File: src/rtl/riscv_pkg.sv
// rtl/riscv_pkg.sv - shared RV64 pipeline constants and fetch FSM state encoding
package riscv_pkg;

  localparam int XLEN = 64;

  // addi x0, x0, 0: the canonical bubble instruction
  localparam logic [31:0] NOP_INSTR = 32'h00000013;

  typedef enum logic [1:0] {
    S_REQ  = 2'd0,
    S_WAIT = 2'd1,
    S_HOLD = 2'd2,
    S_DROP = 2'd3
  } fetchStateT;

endpackage

File: src/rtl/if_id_reg.sv
// rtl/if_id_reg.sv - IF/ID pipeline register with flush, write-enable and bubble insertion
module if_id_reg
  import riscv_pkg::*;
#(
  parameter int XLEN = riscv_pkg::XLEN
) (
  input  logic            clk,
  input  logic            rst,
  input  logic            flush,
  input  logic            enable,
  input  logic            load,
  input  logic [31:0]     instrIn,
  input  logic [XLEN-1:0] pcIn,
  input  logic [XLEN-1:0] pcPlus4In,
  output logic [31:0]     InstrD,
  output logic [XLEN-1:0] PCD,
  output logic [XLEN-1:0] PCPlus4D,
  output logic            ValidD
);

  // Flush beats hold; an enabled register with nothing to load takes a bubble
  always_ff @(posedge clk or negedge rst) begin
    if (!rst) begin
      InstrD   <= NOP_INSTR;
      PCD      <= '0;
      PCPlus4D <= '0;
      ValidD   <= 1'b0;
    end else if (flush || (enable && !load)) begin
      InstrD   <= NOP_INSTR;
      PCD      <= '0;
      PCPlus4D <= '0;
      ValidD   <= 1'b0;
    end else if (enable) begin
      InstrD   <= instrIn;
      PCD      <= pcIn;
      PCPlus4D <= pcPlus4In;
      ValidD   <= 1'b1;
    end
  end

endmodule

File: src/rtl/fetch_stage.sv
// rtl/fetch_stage.sv - RV64 IF stage: PC, single-outstanding imem FSM, hold buffer; FETCH_PERF_CNT_EN adds counters
module fetch_stage
  import riscv_pkg::*;
#(
  parameter int              XLEN     = riscv_pkg::XLEN,
  parameter logic [XLEN-1:0] RESET_PC = '0
) (
  input  logic            clk,
  input  logic            rst,
  input  logic            PCWriteF,
  input  logic            IF_IDWriteF,
  input  logic            IF_IDFlushF,
  input  logic            PCSF,
  input  logic [XLEN-1:0] PCTargetD,
  output logic [XLEN-1:0] ImemAddrF,
  output logic            ImemReqF,
  input  logic [31:0]     ImemRdataF,
  input  logic            ImemValidF,
  output logic [31:0]     InstrD,
  output logic [XLEN-1:0] PCD,
  output logic [XLEN-1:0] PCPlus4D,
  output logic            ValidD
`ifdef FETCH_PERF_CNT_EN
  ,
  output logic [31:0]     FetchCntF,
  output logic [31:0]     StallCntF
`endif
);

  fetchStateT      state, stateNext;
  logic [XLEN-1:0] pc, pcNext, pcPlus4, pcTarget;
  logic [31:0]     holdInstr, holdNext, deliverInstr;
  logic            respNow, haveInstr, deliver;

  assign ImemAddrF = pc;
  assign pcPlus4   = pc + XLEN'(4);
  // Targets are always word aligned; the low two bits from decode are dropped
  assign pcTarget  = PCTargetD & ~XLEN'(3);

  assign respNow      = (state == S_WAIT) && ImemValidF;
  assign haveInstr    = respNow || (state == S_HOLD);
  assign deliverInstr = (state == S_HOLD) ? holdInstr : ImemRdataF;
  // A flush would overwrite the IF/ID slot, so the instruction is parked rather than lost
  assign deliver      = haveInstr && !PCSF && !IF_IDFlushF && PCWriteF && IF_IDWriteF;

  // Next-state, next-PC and hold-buffer capture; redirect overrides normal sequencing
  always_comb begin
    stateNext = state;
    pcNext    = pc;
    holdNext  = holdInstr;
    ImemReqF  = 1'b0;

    case (state)
      S_REQ: begin
        ImemReqF  = 1'b1;
        stateNext = S_WAIT;
      end
      S_WAIT: begin
        if (ImemValidF) begin
          stateNext = deliver ? S_REQ : S_HOLD;
        end
      end
      S_HOLD: begin
        if (deliver) begin
          stateNext = S_REQ;
        end
      end
      S_DROP: begin
        if (ImemValidF) begin
          stateNext = S_REQ;
        end
      end
      default: stateNext = S_REQ;
    endcase

    if (respNow && !deliver) begin
      holdNext = ImemRdataF;
    end
    if (deliver) begin
      pcNext = pcPlus4;
    end

    if (PCSF) begin
      pcNext = pcTarget;
      case (state)
        // The request issued this cycle is already accepted by memory
        S_REQ:          stateNext = S_DROP;
        S_WAIT, S_DROP: stateNext = ImemValidF ? S_REQ : S_DROP;
        default:        stateNext = S_REQ;
      endcase
    end
  end

  // FSM state, PC and hold buffer registers
  always_ff @(posedge clk or negedge rst) begin
    if (!rst) begin
      state     <= S_REQ;
      pc        <= RESET_PC;
      holdInstr <= NOP_INSTR;
    end else begin
      state     <= stateNext;
      pc        <= pcNext;
      holdInstr <= holdNext;
    end
  end

  if_id_reg #(.XLEN(XLEN)) ifIdReg (
    .clk      (clk),
    .rst      (rst),
    .flush    (IF_IDFlushF),
    .enable   (IF_IDWriteF),
    .load     (deliver),
    .instrIn  (deliverInstr),
    .pcIn     (pc),
    .pcPlus4In(pcPlus4),
    .InstrD   (InstrD),
    .PCD      (PCD),
    .PCPlus4D (PCPlus4D),
    .ValidD   (ValidD)
  );

`ifdef FETCH_PERF_CNT_EN
  // Delivered-instruction and hold-cycle counters, both free-running with wrap
  always_ff @(posedge clk or negedge rst) begin
    if (!rst) begin
      FetchCntF <= '0;
      StallCntF <= '0;
    end else begin
      if (deliver) begin
        FetchCntF <= FetchCntF + 32'd1;
      end
      if (state == S_HOLD) begin
        StallCntF <= StallCntF + 32'd1;
      end
    end
  end
`endif

endmodule
File: config.mk
export PLATFORM = sky130hd
export DESIGN_NAME = fetch_stage
export DESIGN_NICKNAME = d
export VERILOG_FILES = /design/src/rtl/riscv_pkg.sv /design/src/rtl/if_id_reg.sv /design/src/rtl/fetch_stage.sv
export SDC_FILE = /design/constraint.sdc
export NUM_CORES = 1
export LEC_CHECK = 0
export BUFFER_PORTS_ARGS = -buffer_cell sky130_fd_sc_hd__buf_4
export CAP_MARGIN = 20
export CORE_ASPECT_RATIO = 0.5
export CORE_MARGIN = 4
export CORE_UTILIZATION = 56
export DETAILED_ROUTE_END_ITERATION = 8
export HOLD_SLACK_MARGIN = 0.08
export PLACE_DENSITY_LB_ADDON = 0.2
export SLEW_MARGIN = 10
export SYNTH_ARGS = -nofsm -noshare
export SYNTH_HDL_FRONTEND = slang
export SYNTH_SLANG_ARGS = --single-unit
File: constraint.sdc
create_clock -name clk -period 3.8 [get_ports clk]
set_input_delay 0.57 -clock clk [delete_from_list [all_inputs] [get_ports clk]]
set_output_delay 0.57 -clock clk [all_outputs]
set_load 0.1 [all_outputs]
Word-level counts from Yosys, hierarchy flattened --
Index checks and enable logic that the tools add are counted.
Word-level totals: register bits after elaboration 259, input port bits 103, output and inout bits 226, logic and storage cells 51
Operators by class: add/sub/neg operators 1, equality and inequality tests 6, multiplexer cells 20, reduce and logical (&&, ||, !) cells 17
Operator list (number):
- 64-bit two-way mux | 6
- 32-bit two-way mux | 3
- 64-bit by 3-bit adder with 64-bit output (second input constant) | 1
- 2-bit two-way mux | 6
- 3-bit inequality test (second input constant) | 3
- 2-bit case mux with 4 select lines | 1
- 1-bit logical AND | 7
- 2-bit == test (second input constant) | 2
- 2-bit case mux with 2 select lines | 1
- 2-bit nonzero test | 2
- 1-bit zero test | 3
- 1-bit two-way mux | 3
- 3-bit AND reduction | 1
- 2-bit by 1-bit == test with 1-bit output (second input constant) | 1
- 2-bit zero test | 1
- 1-bit logical OR | 2
- 2-bit OR reduction | 1

Depth between registers and ports, before layout --
Gate-level depths: netlist of run 1.
word-level depth 11, gate-level depth with buffers 10, depth with buffers taken out 7

Modules after synthesis --
From an unflattened synthesis of run 1, not the netlist that was laid out.
Second synthesis, totals: cells, all modules 1115, area total of the unflattened synthesis 12732.2 µm²
Modules (own cells, without submodules):
- fetch_stage | times used 1, cells each 735, area an instance 6713.9 µm², sequential area each 2406.1 µm²
- if_id_reg | times used 1, cells each 380, area an instance 6018.3 µm², sequential area each 4032.6 µm²

Worst setup path after synthesis of run 1 --
No wires, ideal clock.
kind register -> register, start reg pc[5], in the netlist ImemAddrF[5], end reg pc[49], in the netlist ImemAddrF[49], library setup time 0.127 ns, data arrival time 2.883 ns, data required time 3.673 ns, path slack 0.790 ns, stages on the path, launching flop included 9, buffers on the path 2, clock period less this slack 3.010 ns, path through dfrtp_1 > buf_2 > nand4_2 > or4_1 > buf_2 > nor4_1 > xnor2_1 > nor2_1 > a221o_1
Between the ends: longest elaborated chain between the ends 3
RTL lines:
- start: declaration | RTL line fetch_stage.sv:31 | logic [XLEN-1:0] pc, pcNext, pcPlus4, pcTarget;
- start signal: assignment | RTL line fetch_stage.sv:102 | pc <= pcNext;
- 64-bit by 3-bit adder with 64-bit output | RTL line fetch_stage.sv:36 | assign pcPlus4 = pc + XLEN'(4);
- 64-bit two-way mux | RTL line fetch_stage.sv:79 | if (deliver) begin
- 64-bit two-way mux | RTL line fetch_stage.sv:83 | if (PCSF) begin
No other way between the ends. The select of a mux whose other input is x is not followed. A chain may end at the register's enable or synchronous reset.

Worst setup path after layout of run 1 --
start reg pc[28], in the netlist ImemAddrF[28], end reg pc[52], in the netlist ImemAddrF[52]
The elaborated chain is that of the path after synthesis.

==> results of run 1 <==
[power by group]
part	internal [W]	switching [W]
clock network	0.00158	0.00104
logic	0.000679	0.00160
registers	0.00302	0.000330
[worst min path at each step]
stage                          from              endpoint  slack (ps)  cells after the start
4_1_cts                  ImemValidF              state[0]         250                      2
2_1_floorplan                   rst         ImemAddrF[10]         270                      0
3_5_place_dp   ifIdReg.PCPlus4D[56]  ifIdReg.PCPlus4D[56]         460                      2
6_report                 ImemValidF              state[0]         260                      2
3_3_place_gp   ifIdReg.PCPlus4D[55]  ifIdReg.PCPlus4D[55]         460                      2
5_1_grt                  ImemValidF              state[0]         250                      2
[final cells by class]
type | count | area [um2]
flip-flops and latches | 253 | 6340
fillers | 1377 | 4920
multi-input cells | 739 | 4710
repair buffers | 338 | 2580
clock buffers | 29 | 628
well taps | 266 | 333
clock inverters | 12 | 219
inverters | 9 | 33.8
[metal layers]
metal / vias up / GRT usage [%] / wire length, um
met2: 463 / 48.9 / 16500
met5: - / 0 / 17
met1: 4914 / 40.6 / 14300
li1: 4436 / - / -
met3: 62 / 8.48 / 3430
met4: 2 / 7.07 / 839
[layout by cell type, fill, tap and decap left out, drive strengths merged, types with 7 or more instances in the layout]
master and instances:
nor3 31, nor4 15, nand4 23, a21o 13
xor2 15, mux2 32, dfrtp 247, nor2 40
nand2 174, a221o 17, a21oi 23, xnor2 39
mux2i 32, o21ai 120, a22o 53, nand3 19
clkbuf 29, inv 9, a22oi 11, o221ai 9
nor3b 7, buf 337, and3 11
[worst max-delay path, cell delays in order (launching register included)]
cell and delay, ps:
dfrtp_1 510, nand4_1 300, or4_1 840, nor3_1 450
nand4_1 210, xor2_1 220, o221ai_1 150
[sequential cells by signal (all words and copies together), names as in the netlist]
signal	flops
ifIdReg.PCPlus4D	62
ifIdReg.ValidD	1
holdInstr	32
ImemAddrF	62
ifIdReg.InstrD	32
ifIdReg.PCD	62
state	2
[per-stage QoR]
stage,total power [W],cells,setup WS (ps),hold WS [ps]
floorplan,0.00504,1092,790,274
global placement,0.00559,1604,1100,457
finish,0.00825,1646,952,264
CTS,0.00828,1646,1000,245
detailed placement,0.00567,1604,1040,463
global route,0.00857,1646,769,252
[cell families after synthesis]
family                   count (synthesis)
multiplexers                            64
flip-flops                             253
AND/OR/NAND/NOR                        343
buffers and inverters                  100
other                                    1
adder cells (fa/ha/maj)                  1
XOR/XNOR                                54
AO/OA/AOI/OAI                          271
[timing repair]
action | 4_1_cts | 5_1_grt
endpoints found under the hold margin | 36 | 0
hold buffers | 1 | 0
setup buffers | 0 | 0
==> key figures, run 1 <==
Outcome
  – Status: finished, final reports clean

Logic synthesis
  – Post-synth top area share: 53.8%
  – Ys Warns: 0
  – Compound-Gate Fraction of Synth Area: 15.7%
  – Syn Area/Cell: 10.6 um2
  – Largest family of logic cells by synthesized area: compound AO/OA/AOI/OAI gates
  – Adder-cell area share of the yosys netlist: 0.109%
  – Mapped cell area: 11500 um2
  – Synth top cells by count: 247 x dfrtp_1, 174 x nand2_1, 113 x o21ai_0
  – Dominant synthesized flop cell: dfrtp_1
  – Cells after Synth: 1087
  – Most frequent cell after synthesis: dfrtp_1
  – Post-synth EDFFs: 0
  – Synth unique cells: 61
  – Synth area leaders: dfrtp_1 54%, nand2_1 5.7%, o21ai_0 4.9%
  – Mux cell area share after synthesis: 5.93%
  – #FFs+latches synth: 253
  – Asr flop ratio synth: 100%
  – Yosys top cell by area: dfrtp_1
  – Simple-Gate Fraction of Synth Area: 14.6%
  – Sequential area share after synthesis: 55.2%
  – Xor-xnor portion of the synthesized cell area: 4.12%

Pwr
  – PD cells: 555 nW/um2
  – Leak: 7.06 nW
  – VDD IR max: 414 uV

Setup path
  – CP max FO: 8
  – Crit Path Class: reg -> reg
  – Crit path DAT: 3210 ps
  – Critical path launch point: ImemAddrF[28]
  – CP Data Required Time: 4160 ps
  – Worst Setup End Kind: flip-flop
  – Worst Setup EP: ImemAddrF[52]
  – Reg2reg setup slack: 950 ps
  – Critical path startpoint category: flip-flop
  – RR Startpoint: ImemAddrF[28]
  – Worst Reg-to-Reg Cells: 6
  – Worst reg2reg path endpoint: ImemAddrF[52]

Timing
  – RSZ-0062 raised after global routing: false
  – Slew @ Worst Pin: 754 ps
  – Minimum clock period: 2850 ps
  – Maximum clock rate: 351 MHz
  – Post-route setup TNS: 0 ps
  – Slew HR: 49.7%
  – Clock Skew: 10.5 ps
  – Final Cycle Share: 75.0%
  – Final Hold Fails: 0
  – Slew Viols, Final: 0
  – Final setup vio count: 0

Final layout
  – Diode count: 0
  – Final core utilization: 75.1%
  – Post-route cell area: 14900 um2
  – Fraction of layout cells with a size suffix above 1: 31.4%
  – NumNets Final: 1468
  – Area Overhead vs Synth: 29.4%

Clocking
  – CTS root buffer: clkbuf_16
  – CTS Sinks: 253
  – TritonCTS clock tree: built
  – CTS H-tree lvls: 1
  – Total CTS buffers: 23
  – Clock transition at the registers of the reported paths: 70 ps
  – Clock Latency Late Sink: 510 ps
  – Max clock buf depth: 3
  – Post_cts resized: 0

Detailed routing
  – Initial DRC Count: 903
  – WL final: 35.1 mm
  – WL per Instance: 21.3 um
  – Drt first pass iters: 5
  – Vias per cell: 6.00
  – ANT nets after route: 0
  – Residual DRC: 0
  – DR vias: 9877

Min path
  – Hold WC Path Type: in -> reg

Floorplan
  – Die width: 210 um
  – Row cnt: 36
  – IO Pins: 329
  – Initial Utilization: 58.0%
  – Die area: 23000 um2
  – Core ar.: 19800 um2
  – Vertical die dimension: 109 um

Global routing
  – Vias in the first global route: 9730
  – Initial antenna violation count: 1
  – Total Routing Usage GR: 30.0%
  – Total gr overflow: 0
  – Global-route wire length before repair: 54.9 mm
  – Largest net degree at the start of global routing: 126

Placed design
  – HPWL reported at the end of detailed placement: 24.0 mm
  – Placed Area: 14000 um2
  – Port bufs: 320
  – Final RePlAce weighted congestion: 0.863

Flow run
  – Max cap viols: 0
No activity file was read; power rests on OpenSTA's default activity.
==> run 2, diff against run 1 <==
- CORE_UTILIZATION: 56 -> 52
- clock period: 3.8 -> 2.7 ns (I/O delays scaled with it)
==> key figures, run 2 (synthesized netlist as in run 1, its figures left out) <==
Flow run
  – Max cap viols: 0

Clocking
  – CTS Sinks: 253
  – TritonCTS clock tree: built
  – CTS H-tree lvls: 1
  – CTS root buffer: clkbuf_16
  – Setup bufs post-CTS: 0
  – Max clock buf depth: 3
  – Total CTS buffers: 23
  – Clock Latency Late Sink: 520 ps
  – Clock transition at the registers of the reported paths: 70 ps

Floorplan
  – Die area: 24700 um2
  – IO Pins: 329
  – Initial Utilization: 52.9%
  – Die width: 218 um
  – Core ar.: 21700 um2
  – Vertical die dimension: 113 um
  – Row cnt: 38

Setup path
  – Critical path startpoint category: flip-flop
  – Crit Path Class: reg -> reg
  – Crit path DAT: 2950 ps
  – CP Data Required Time: 3110 ps
  – Critical path's top delay family: simple AND/OR/NAND/NOR gates
  – RR Startpoint: ImemAddrF[24]
  – Cells along the critical path: nand3_1 -> or4_1 -> nor3_4 -> a31oi_1 -> a41o_1 -> a221o_1
  – Reg2reg setup slack: 150 ps
  – Instance count on the critical path: 6
  – Worst reg2reg path endpoint: ImemAddrF[51]
  – Slowest Stage Delay on Critical Path: 840 ps
  – Worst Setup EP: ImemAddrF[51]
  – Worst Setup End Kind: flip-flop
  – Critical path launch point: ImemAddrF[24]
  – CP bufs+invs: 0
  – CP max FO: 8
  – Worst Reg-to-Reg Cells: 6
  – CP max-delay cell: or4_1

Detailed routing
  – Drt first pass iters: 6
  – DR vias: 9956
  – WL per Instance: 20.9 um
  – WL final: 35.7 mm
  – Residual DRC: 0
  – Initial DRC Count: 778
  – Vias per cell: 5.83
  – ANT nets after route: 0

Pwr
  – Sequential share of power: 40.4%
  – PD cells: 767 nW/um2
  – Internal Power: 0.00743 W
  – Clock Power Share: 31.5%
  – Leak: 7.16 nW
  – VDD IR max: 584 uV
  – Switch Pwr: 0.00420 W
  – Switching part of the total power: 36.1%
  – Total power after layout: 0.0116 W
  – Gate power share: 28.1%

Timing
  – Slew HR: 37.4%
  – Slew Viols, Final: 0
  – Clock Skew: 13.9 ps
  – Maximum clock rate: 393 MHz
  – Final Cycle Share: 94.3%
  – Post-route setup TNS: 0 ps
  – Slew @ Worst Pin: 936 ps
  – Final setup vio count: 0
  – Final Hold Fails: 0
  – Minimum clock period: 2550 ps
  – RSZ-0062 raised after global routing: false

Final layout
  – Multi-input logic area: 4720 um2
  – Seq. cell area: 6390 um2
  – NumNets Final: 1495
  – Commonest cells after routing, fill and taps aside: 358 x buf_4, 208 x dfrtp_1, 174 x nand2_1
  – Most common cell after layout, fill and taps aside: buf_4
  – Area Overhead vs Synth: 32.1%
  – Fraction of layout cells with a size suffix above 1: 35.6%
  – Fillers: 1651

Placed design
  – Port bufs: 320
  – Final RePlAce weighted congestion: 0.855
  – HPWL reported at the end of detailed placement: 24.7 mm

Min path
  – Hold WC Path Type: in -> reg
  – Worst hold path depth: 3

Global routing
  – Largest net degree at the start of global routing: 126
  – Global-route wire length before repair: 56.0 mm
  – Initial antenna violation count: 1
  – Total gr overflow: 0
  – Total Routing Usage GR: 28.4%
  – Vias in the first global route: 9904

Outcome
  – Status: finished, final reports clean
[run 2: changes by cell type in the layout (fill, tap and decap cells not counted), sizes merged]
cell and change:
diode +1, clkinv +2, dlygate4sd3 +1, bufinv -1
buf +26, clkinvlp -1
[run 2: stage by stage]
step	util, %	hold slack, ps	worst slack (ps)	cells	area [um2]
4_1_cts	69.9	84.1	106	1707	15200
6_report	69.9	99.7	154	1708	15200
5_1_grt	69.9	82.5	4.97	1708	15200
3_5_place_dp	65.9	315	147	1664	14300
3_3_place_gp	65.9	319	186	1664	14300
2_1_floorplan	-	109	1.30	1092	11500
[run 2: cell type report]
type	count	share of cell area, %
clock buffers	29	4.27
well taps	300	2.48
repair buffers	365	18.5
diodes	1	0.0165
multi-input cells	739	31.1
inverters	9	0.223
flip-flops and latches	253	42.1
clock inverters	12	1.26
[run 2: how the worst min path moves through the flow]
stage               slack, ps          start         endpoint
finish                    100  PCTargetD[13]    ImemAddrF[13]
global route               80  PCTargetD[13]    ImemAddrF[13]
CTS                        80  PCTargetD[13]    ImemAddrF[13]
detailed placement        320            rst  ifIdReg.PCD[27]
global placement          320            rst  ifIdReg.PCD[24]
floorplan                 110            rst    ImemAddrF[10]
[run 2: worst min-delay path: cells and delay by family]
kind,cells,cell delay (ps)
simple gates,1,40
compound gates,1,60
buf+inv,1,80
[run 2: repair_timing]
action	4_1_cts	5_1_grt
gates resized for setup	0	1
hold endpoints to repair	39	0
setup endpoints to repair	0	1
hold buffers	2	0
[run 2: routing by layer]
layer  vias up  global-route usage [%]  share of wire [%]
met2       419                    45.2                 47
met1      4974                    39.2                 42
met5         -                       0                  0
met3        80                    6.82                8.0
li1       4483                       -                  -
met4         0                    8.50                3.3
[run 2: power by group through the flow]
stage	logic [W]	registers (W)	clock network, W
final	0.00327	0.00470	0.00366
after global routing	0.00344	0.00476	0.00388
after CTS	0.00329	0.00469	0.00371
after detailed placement	0.00327	0.00476	0
after global placement	0.00322	0.00472	0
after floorplan	0.00118	0.00592	0
